==> config.mk <==
export PLATFORM = sky130hd
export DESIGN_NAME = alu_issuer_flat
export DESIGN_NICKNAME = d
export VERILOG_FILES = /design/src/rtl/alu_pkg.sv /design/src/rtl/alu_issuer_if.sv /design/src/rtl/alu_rsp_fifo.sv /design/src/rtl/alu_issuer.sv /design/src/flat_wrapper.sv
export SDC_FILE = /design/constraint.sdc
export NUM_CORES = 1
export LEC_CHECK = 0
export BUFFER_PORTS_ARGS = -buffer_cell sky130_fd_sc_hd__buf_2
export CORE_MARGIN = 2
export CORE_UTILIZATION = 56
export CTS_CLUSTER_SIZE = 30
export DETAILED_ROUTE_END_ITERATION = 16
export GPL_TIMING_DRIVEN = 0
export HOLD_SLACK_MARGIN = 0.02
export PLACE_DENSITY = 0.86
export SLEW_MARGIN = 30
export SYNTH_ARGS = -nofsm -noshare
export SYNTH_HDL_FRONTEND = slang
export SYNTH_SLANG_ARGS = --single-unit
==> constraint.sdc <==
create_clock -name clk -period 4.5 [get_ports clk]
set_clock_uncertainty 0.2 [all_clocks]
set_input_delay 0 -clock clk [delete_from_list [all_inputs] [get_ports clk]]
set_output_delay 0 -clock clk [all_outputs]
set_load 0.02 [all_outputs]
==> src/rtl/alu_pkg.sv <==
// ============================================================================
// Module   : alu_pkg
// Purpose  : Shared opcodes, constants, response entry type and ALU model.
// Revision : 1.0
// ============================================================================
`default_nettype none

package alu_pkg;

   typedef enum logic [2:0] {
      OP_ADD = 3'd0,
      OP_SUB = 3'd1,
      OP_AND = 3'd2,
      OP_OR  = 3'd3,
      OP_XOR = 3'd4,
      OP_MUL = 3'd5
   } alu_op_e;

   localparam logic [15:0] ALU_ILLEGAL_RESULT = 16'hDEAD;
   localparam logic [2:0]  ALU_IDLE_OP        = 3'b111;

   typedef struct packed {
      logic [3:0]  tag;
      logic [15:0] result;
      logic        err;
   } rsp_entry_t;

   // Reference behaviour of the ALU: operands are zero-extended to 16 bits.
   function automatic logic [15:0] alu_model(input logic [2:0] op,
                                             input logic [7:0] a,
                                             input logic [7:0] b);
      logic [15:0] ea;
      logic [15:0] eb;
      ea = {8'h00, a};
      eb = {8'h00, b};
      case (op)
         OP_ADD:  alu_model = ea + eb;
         OP_SUB:  alu_model = ea - eb;
         OP_AND:  alu_model = ea & eb;
         OP_OR:   alu_model = ea | eb;
         OP_XOR:  alu_model = ea ^ eb;
         OP_MUL:  alu_model = ea * eb;
         default: alu_model = ALU_ILLEGAL_RESULT;
      endcase
   endfunction

endpackage

`default_nettype wire

==> src/rtl/alu_issuer_if.sv <==
// ============================================================================
// Module   : alu_issuer_if
// Purpose  : Command, ALU and response signal bundle of the ALU issuer.
// Revision : 1.0
// ============================================================================
`default_nettype none

interface alu_issuer_if;

   logic        cmd_valid;
   logic        cmd_ready;
   logic [2:0]  cmd_opcode;
   logic [7:0]  cmd_a;
   logic [7:0]  cmd_b;
   logic [2:0]  alu_opcode;
   logic [7:0]  alu_a;
   logic [7:0]  alu_b;
   logic [15:0] alu_result;
   logic        alu_valid;
   logic        rsp_valid;
   logic        rsp_ready;
   logic [15:0] rsp_result;
   logic        rsp_err;
   logic [3:0]  rsp_tag;
   logic        chk_err;

   modport slave (
      input  cmd_valid, cmd_opcode, cmd_a, cmd_b, alu_result, alu_valid, rsp_ready,
      output cmd_ready, alu_opcode, alu_a, alu_b, rsp_valid, rsp_result, rsp_err,
             rsp_tag, chk_err
   );

   modport master (
      output cmd_valid, cmd_opcode, cmd_a, cmd_b, alu_result, alu_valid, rsp_ready,
      input  cmd_ready, alu_opcode, alu_a, alu_b, rsp_valid, rsp_result, rsp_err,
             rsp_tag, chk_err
   );

endinterface

`default_nettype wire

==> src/rtl/alu_rsp_fifo.sv <==
// ============================================================================
// Module   : alu_rsp_fifo
// Purpose  : DEPTH-entry response FIFO with combinational head and count.
// Revision : 1.0
// ============================================================================
`default_nettype none

module alu_rsp_fifo
   import alu_pkg::*;
#(
   parameter int DEPTH = 4
) (
   input  logic                     clk,
   input  logic                     rst,
   input  logic                     push,
   input  rsp_entry_t               push_data,
   input  logic                     pop,
   output rsp_entry_t               head,
   output logic                     empty,
   output logic [$clog2(DEPTH):0]   count
);

   localparam int PTR_W = $clog2(DEPTH);
   localparam int CNT_W = PTR_W + 1;

   rsp_entry_t       mem_q [DEPTH];
   rsp_entry_t       mem_d [DEPTH];
   logic [PTR_W-1:0] wr_ptr_q, wr_ptr_d;
   logic [PTR_W-1:0] rd_ptr_q, rd_ptr_d;
   logic [CNT_W-1:0] count_q, count_d;

   always_comb begin
      mem_d    = mem_q;
      wr_ptr_d = wr_ptr_q;
      rd_ptr_d = rd_ptr_q;
      count_d  = count_q;
      if (push) begin
         mem_d[wr_ptr_q] = push_data;
         wr_ptr_d        = wr_ptr_q + 1'b1;
      end
      if (pop) begin
         rd_ptr_d = rd_ptr_q + 1'b1;
      end
      case ({push, pop})
         2'b10:   count_d = count_q + 1'b1;
         2'b01:   count_d = count_q - 1'b1;
         default: count_d = count_q;
      endcase
   end

   always_ff @(posedge clk or posedge rst) begin
      if (rst) begin
         for (int i = 0; i < DEPTH; i++) begin
            mem_q[i] <= '0;
         end
         wr_ptr_q <= '0;
         rd_ptr_q <= '0;
         count_q  <= '0;
      end else begin
         mem_q    <= mem_d;
         wr_ptr_q <= wr_ptr_d;
         rd_ptr_q <= rd_ptr_d;
         count_q  <= count_d;
      end
   end

   // Drained slots keep old data; present zeros rather than stale entries.
   assign empty = (count_q == '0);
   assign head  = empty ? '0 : mem_q[rd_ptr_q];
   assign count = count_q;

endmodule

`default_nettype wire

==> src/rtl/alu_issuer.sv <==
// ============================================================================
// Module   : alu_issuer
// Purpose  : Credit-based command issuer to a 2-cycle ALU with tagged response
//            FIFO. Define ALU_ISSUER_CHECK_EN to build the result checker.
// Revision : 1.0
// ============================================================================
`default_nettype none

module alu_issuer
   import alu_pkg::*;
#(
   parameter int DEPTH = 4
) (
   input  logic         clk,
   input  logic         rst,
   alu_issuer_if.slave  bus
);

   localparam int CNT_W = $clog2(DEPTH) + 1;
   localparam int SUM_W = CNT_W + 1;
   localparam logic [SUM_W-1:0] C_DEPTH = SUM_W'(DEPTH);

   logic [2:0]       alu_op_q, alu_op_d;
   logic [7:0]       alu_a_q, alu_a_d;
   logic [7:0]       alu_b_q, alu_b_d;
   logic [3:0]       tag_q, tag_d;
   logic             s1_q, s1_d;
   logic             s2_q, s2_d;
   logic [3:0]       tag1_q, tag1_d;
   logic [3:0]       tag2_q, tag2_d;

   logic             cmd_ready;
   logic             issue;
   logic             push;
   logic             pop;
   logic [1:0]       inflight;
   logic [SUM_W-1:0] credit_used;
   logic [CNT_W-1:0] fifo_count;
   logic             fifo_empty;
   rsp_entry_t       push_data;
   rsp_entry_t       head;

   // Outstanding = queued + in the 2-stage ALU pipe, so a push never overflows.
   assign inflight    = {1'b0, s1_q} + {1'b0, s2_q};
   assign credit_used = SUM_W'(fifo_count) + SUM_W'(inflight);
   assign cmd_ready   = !rst && (credit_used < C_DEPTH);
   assign issue       = bus.cmd_valid && cmd_ready;

   assign push      = s2_q;
   assign pop       = !fifo_empty && bus.rsp_ready;
   assign push_data = '{tag: tag2_q, result: bus.alu_result, err: ~bus.alu_valid};

   always_comb begin
      alu_op_d = ALU_IDLE_OP;
      alu_a_d  = '0;
      alu_b_d  = '0;
      tag_d    = tag_q;
      tag1_d   = tag1_q;
      tag2_d   = tag1_q;
      s1_d     = issue;
      s2_d     = s1_q;
      if (issue) begin
         alu_op_d = bus.cmd_opcode;
         alu_a_d  = bus.cmd_a;
         alu_b_d  = bus.cmd_b;
         tag1_d   = tag_q;
         tag_d    = tag_q + 4'd1;
      end
   end

   always_ff @(posedge clk or posedge rst) begin
      if (rst) begin
         alu_op_q <= ALU_IDLE_OP;
         alu_a_q  <= '0;
         alu_b_q  <= '0;
         tag_q    <= '0;
         tag1_q   <= '0;
         tag2_q   <= '0;
         s1_q     <= 1'b0;
         s2_q     <= 1'b0;
      end else begin
         alu_op_q <= alu_op_d;
         alu_a_q  <= alu_a_d;
         alu_b_q  <= alu_b_d;
         tag_q    <= tag_d;
         tag1_q   <= tag1_d;
         tag2_q   <= tag2_d;
         s1_q     <= s1_d;
         s2_q     <= s2_d;
      end
   end

`ifdef ALU_ISSUER_CHECK_EN
   logic [15:0] model1_q, model1_d;
   logic [15:0] model2_q, model2_d;
   logic        chk_err_q, chk_err_d;

   // Model result rides the same two stages as the issue flag.
   always_comb begin
      model1_d  = issue ? alu_model(bus.cmd_opcode, bus.cmd_a, bus.cmd_b) : '0;
      model2_d  = model1_q;
      chk_err_d = chk_err_q | (push && (bus.alu_result != model2_q));
   end

   always_ff @(posedge clk or posedge rst) begin
      if (rst) begin
         model1_q  <= '0;
         model2_q  <= '0;
         chk_err_q <= 1'b0;
      end else begin
         model1_q  <= model1_d;
         model2_q  <= model2_d;
         chk_err_q <= chk_err_d;
      end
   end

   assign bus.chk_err = chk_err_q;
`else
   assign bus.chk_err = 1'b0;
`endif

   alu_rsp_fifo #(
      .DEPTH (DEPTH)
   ) u_fifo (
      .clk       (clk),
      .rst       (rst),
      .push      (push),
      .push_data (push_data),
      .pop       (pop),
      .head      (head),
      .empty     (fifo_empty),
      .count     (fifo_count)
   );

   assign bus.cmd_ready  = cmd_ready;
   assign bus.alu_opcode = alu_op_q;
   assign bus.alu_a      = alu_a_q;
   assign bus.alu_b      = alu_b_q;
   assign bus.rsp_valid  = !fifo_empty;
   assign bus.rsp_result = head.result;
   assign bus.rsp_err    = head.err;
   assign bus.rsp_tag    = head.tag;

endmodule

`default_nettype wire
==> src/flat_wrapper.sv <==
// flat-port wrapper written by rule: the top's interface ports become plain ports
module alu_issuer_flat import alu_pkg::*;
#(
   parameter int DEPTH = 4
)
  (clk, rst, bus_cmd_valid, bus_cmd_opcode, bus_cmd_a, bus_cmd_b, bus_alu_result, bus_alu_valid, bus_rsp_ready, bus_cmd_ready, bus_alu_opcode, bus_alu_a, bus_alu_b, bus_rsp_valid, bus_rsp_result, bus_rsp_err, bus_rsp_tag, bus_chk_err);
  alu_issuer_if bus_i ();
  input  logic clk;
  input  logic rst;
  input wire logic [$bits(bus_i.cmd_valid)-1:0] bus_cmd_valid;
  input wire logic [$bits(bus_i.cmd_opcode)-1:0] bus_cmd_opcode;
  input wire logic [$bits(bus_i.cmd_a)-1:0] bus_cmd_a;
  input wire logic [$bits(bus_i.cmd_b)-1:0] bus_cmd_b;
  input wire logic [$bits(bus_i.alu_result)-1:0] bus_alu_result;
  input wire logic [$bits(bus_i.alu_valid)-1:0] bus_alu_valid;
  input wire logic [$bits(bus_i.rsp_ready)-1:0] bus_rsp_ready;
  output wire logic [$bits(bus_i.cmd_ready)-1:0] bus_cmd_ready;
  output wire logic [$bits(bus_i.alu_opcode)-1:0] bus_alu_opcode;
  output wire logic [$bits(bus_i.alu_a)-1:0] bus_alu_a;
  output wire logic [$bits(bus_i.alu_b)-1:0] bus_alu_b;
  output wire logic [$bits(bus_i.rsp_valid)-1:0] bus_rsp_valid;
  output wire logic [$bits(bus_i.rsp_result)-1:0] bus_rsp_result;
  output wire logic [$bits(bus_i.rsp_err)-1:0] bus_rsp_err;
  output wire logic [$bits(bus_i.rsp_tag)-1:0] bus_rsp_tag;
  output wire logic [$bits(bus_i.chk_err)-1:0] bus_chk_err;
  assign bus_i.cmd_valid = bus_cmd_valid;
  assign bus_i.cmd_opcode = bus_cmd_opcode;
  assign bus_i.cmd_a = bus_cmd_a;
  assign bus_i.cmd_b = bus_cmd_b;
  assign bus_i.alu_result = bus_alu_result;
  assign bus_i.alu_valid = bus_alu_valid;
  assign bus_i.rsp_ready = bus_rsp_ready;
  assign bus_cmd_ready = bus_i.cmd_ready;
  assign bus_alu_opcode = bus_i.alu_opcode;
  assign bus_alu_a = bus_i.alu_a;
  assign bus_alu_b = bus_i.alu_b;
  assign bus_rsp_valid = bus_i.rsp_valid;
  assign bus_rsp_result = bus_i.rsp_result;
  assign bus_rsp_err = bus_i.rsp_err;
  assign bus_rsp_tag = bus_i.rsp_tag;
  assign bus_chk_err = bus_i.chk_err;
  alu_issuer #(.DEPTH(DEPTH)) u_core (.clk(clk), .rst(rst), .bus(bus_i));
endmodule
==> results.yml <==
run_status:
  status: "completed"
global_route:
  track_usage_pct: 25.1
  grt_pass1_wl_um: 18900
  grt_pass1_vias: 3937
  antenna_found_initial: 0
  grt-ovfl-total: 0
  grt_max_degree: 73
power_and_ir_drop:
  p_switching_mw: 1.66
  p_leak_nw: 3.35
  intPower_mw: 3.41
  p_comb_share_pct: 36.9
  power_density_mw_per_mm2: 707
  pwr-share-clk_pct: 26.1
  power_frac_seq_pct: 36.9
  switching_share_pct: 32.7
  ir_worst_vdd_mv: 0.347
route:
  met3_length_um: 575
  wl_met2_um: 5950
  wl_met1_um: 4730
  drc_errors: 0
  via_per_inst: 5.40
  drt_first_pass_iters: 4
  routed_wl_um: 11500
  drt_iter0_markers: 122
  top_layer: "met4"
  detail-route-antenna-nets: 0
  vias: 3444
  post_drt_wl_per_cell_um: 18.1
synth:
  synth.distinct_cells: 29
  ys_warn_count: 0
  synth_area_per_cell_um2: 15.5
  ys_seq_elements: 124
  syn_area_mm2: 0.00526
  ys_seq_area_share_pct: 59.0
  syn_inst: 339
  synthesis.nets: 387
finish:
  nNetsFinal: 562
  layout_common_cells: "dfrtp_1 (121), mux2_2 (85), buf_2 (83), dlygate4sd3_1 (74), and2_1 (38)"
  final_common_cell: "dfrtp_1"
  syn_to_final_growth_pct: 36.2
  post_route_cells_drive_above_1_share_pct: 44.2
  antennaDiodeCount: 0
  post-route-util_pct: 77.9
clock_network:
  post_cts_resized: 0
  cts_tree: "done"
  cts_buffers: 17
  htree_levels: 4
  clk_pin_slew_worst_paths_ns: 0.06
  postCtsSetupBuffers: 0
  cts.sinks: 124
  clk_path_buf_depth: 2
  root_buffer: "clkbuf_8"
  clk-insertion-delay-late_ns: 0.51
timing:
  worstMarginPinSlew_ns: 0.771
  fmax_mhz: 345
  setup-violations-final: 0
  rsz0062_at_grt: "no"
  layout_setup_ws_ns: 1.61
  hold_viol: 0
  drv_slew: 0
  min_period_over_period_pct: 64.3
  min_period_ns: 2.89
  slew-limit-headroom_pct: 48.6
floorplan:
  die_x_um: 101
  die_y_um: 101
  start_util_pct: 57.2
  core-area_mm2: 0.00920
  dieArea_mm2: 0.0102
  placementRows: 35
  pin_count: 83
placed_design:
  place_ws_ns: 2.11
  place_congestion: 0.750
  dp_hpwl_um: 6560
  port_buffers: 81
flow_run:
  cap_violations: 0
critical_path:
  worstSetupEndpointType: "flip-flop"
  arrival_ns: 3.14
  cp.required_ns: 4.75
  critPathLaunchType: "flip-flop"
  crit_fanout: 10
  criticalPathCategory: "flip-flop to flip-flop"
worst_hold_path:
  hold_path.class: "input port to flip-flop"
[kinds of logic after synthesis]
kind of cell	count (synthesis)	synth area share, %
fa+ha+maj	8	2.05
xor+xnor	9	1.64
flops	124	59.0
simple gates	55	6.06
buf+inv	27	2.47
compound gates	8	1.28
mux	107	27.4
other cells	1	0.0713
[power by group through the flow]
stage / logic, mW / registers, mW / clock network, mW
final: 1.87 / 1.87 / 1.32
after CTS: 1.88 / 1.86 / 1.34
after detailed placement: 1.81 / 1.87 / 0
after floorplan: 1.37 / 1.80 / 0
after global routing: 2.03 / 1.93 / 1.39
after global placement: 1.73 / 1.83 / 0
[per-layer routing]
metal	GRT usage, %	vias to the layer above
li1	-	1543
met1	29.1	1751
met2	43.6	121
met3	7.35	29
met4	10.4	0
met5	0	-
[path summary, 6_finish.rpt]
| path | startpoint | to | slack, ns | cells after the start |
|---|---|---|---|---|
| setup / recovery | u_core.u_fifo.count[0]$_DFFE_PP0P_ | u_core.bus.alu_b[6]$_DFF_PP0_ | 1.61 | 6 |
| hold / removal | bus_alu_valid | u_core.u_fifo.mem_q[0]$_DFFE_PP0P_ | 0.08 | 3 |
| setup reg to reg | u_core.u_fifo.count[0]$_DFFE_PP0P_ | u_core.bus.alu_b[6]$_DFF_PP0_ | 1.61 | 6 |
| hold reg to reg | u_core.tag1_q[2]$_DFFE_PP0P_ | u_core.tag2_q[2]$_DFF_PP0_ | 0.18 | 0 |
| max in group asynchronous | rst | u_core.u_fifo.mem_q[73]$_DFFE_PP0P_ | 2.92 | 5 |
| min in group asynchronous | rst | u_core.bus.alu_a[5]$_DFF_PP0_ | 0.56 | 4 |
[cells in the mapped netlist]
master,number,area [µm²]
a2111oi_4,1,27.5
a211oi_1,1,7.51
a21o_1,1,7.51
and2_1,38,238
buf_1,9,33.8
buf_2,2,10.0
buf_4,1,7.51
buf_6,3,33.8
clkbuf_1,4,15.0
conb_1,1,3.75
dfrtp_1,121,3030
dfstp_2,3,78.8
fa_1,1,20.0
ha_1,7,87.6
inv_1,8,30.0
mux2_2,85,957
mux2i_1,1,10.0
mux4_2,21,473
nand2_1,10,37.5
nand2_2,1,6.26
nand2b_1,1,6.26
nand4_1,1,6.26
nor2_1,1,3.75
o21ai_0,5,25.0
or2b_1,2,15.0
or3_1,1,6.26
xnor2_1,3,26.3
xnor2_2,1,16.3
xor2_1,5,43.8
[worst max-delay path, cell delays in order (launching register included)]
cell and delay, ns:
dfrtp_1 0.41, ha_1 0.29, a21o_1 0.23, a2111oi_4 0.76, buf_6 0.23, and2_1 0.15, dlygate4sd3_1 0.56
[flip-flops by register name (all words and copies together) (netlist names)]
| register | count |
|---|---|
| u_core.u_fifo.count | 3 |
| u_core.tag2_q | 4 |
| u_core.bus.alu_a | 8 |
| u_core.u_fifo.wr_ptr_q | 2 |
| u_core.u_fifo.mem_q | 84 |
| u_core.bus.alu_opcode | 3 |
| u_core.tag1_q | 4 |
| u_core.tag_q | 4 |
| u_core.s1_q | 1 |
| u_core.u_fifo.rd_ptr_q | 2 |
| u_core.bus.alu_b | 8 |
| u_core.push | 1 |
[per-stage QoR]
| stage | setup TNS (ns) | cell area, µm² | hold WS [ns] | power [mW] | instances |
|---|---|---|---|---|---|
| 2_1_floorplan | 0 | 5260 | -0.118 | 3.17 | 339 |
| 3_3_place_gp | -22.36 | 5810 | -0.0157 | 3.56 | 531 |
| 3_5_place_dp | 0 | 5840 | -0.0773 | 3.69 | 532 |
| 4_1_cts | 0 | 7170 | 0.0754 | 5.09 | 638 |
| 5_1_grt | 0 | 7170 | 0.0867 | 5.35 | 638 |
| 6_report | 0 | 7170 | 0.0817 | 5.07 | 638 |
[layout make-up]
class / count / area, µm²
Sequential cell: 124 / 3110
Fill cell: 493 / 2030
Multi-Input combinational cell: 188 / 2020
Timing Repair Buffer: 156 / 1170
Clock buffer: 18 / 428
Clock inverter: 14 / 158
Tap cell: 111 / 139
Buffer: 19 / 100
Inverter: 8 / 37.5
[repair_timing]
action                     CTS  global route
setup endpoints to repair    0             0
hold endpoints to repair   225             0
hold buffers                74             0
Note: power is estimated with default switching activity, not from simulation.
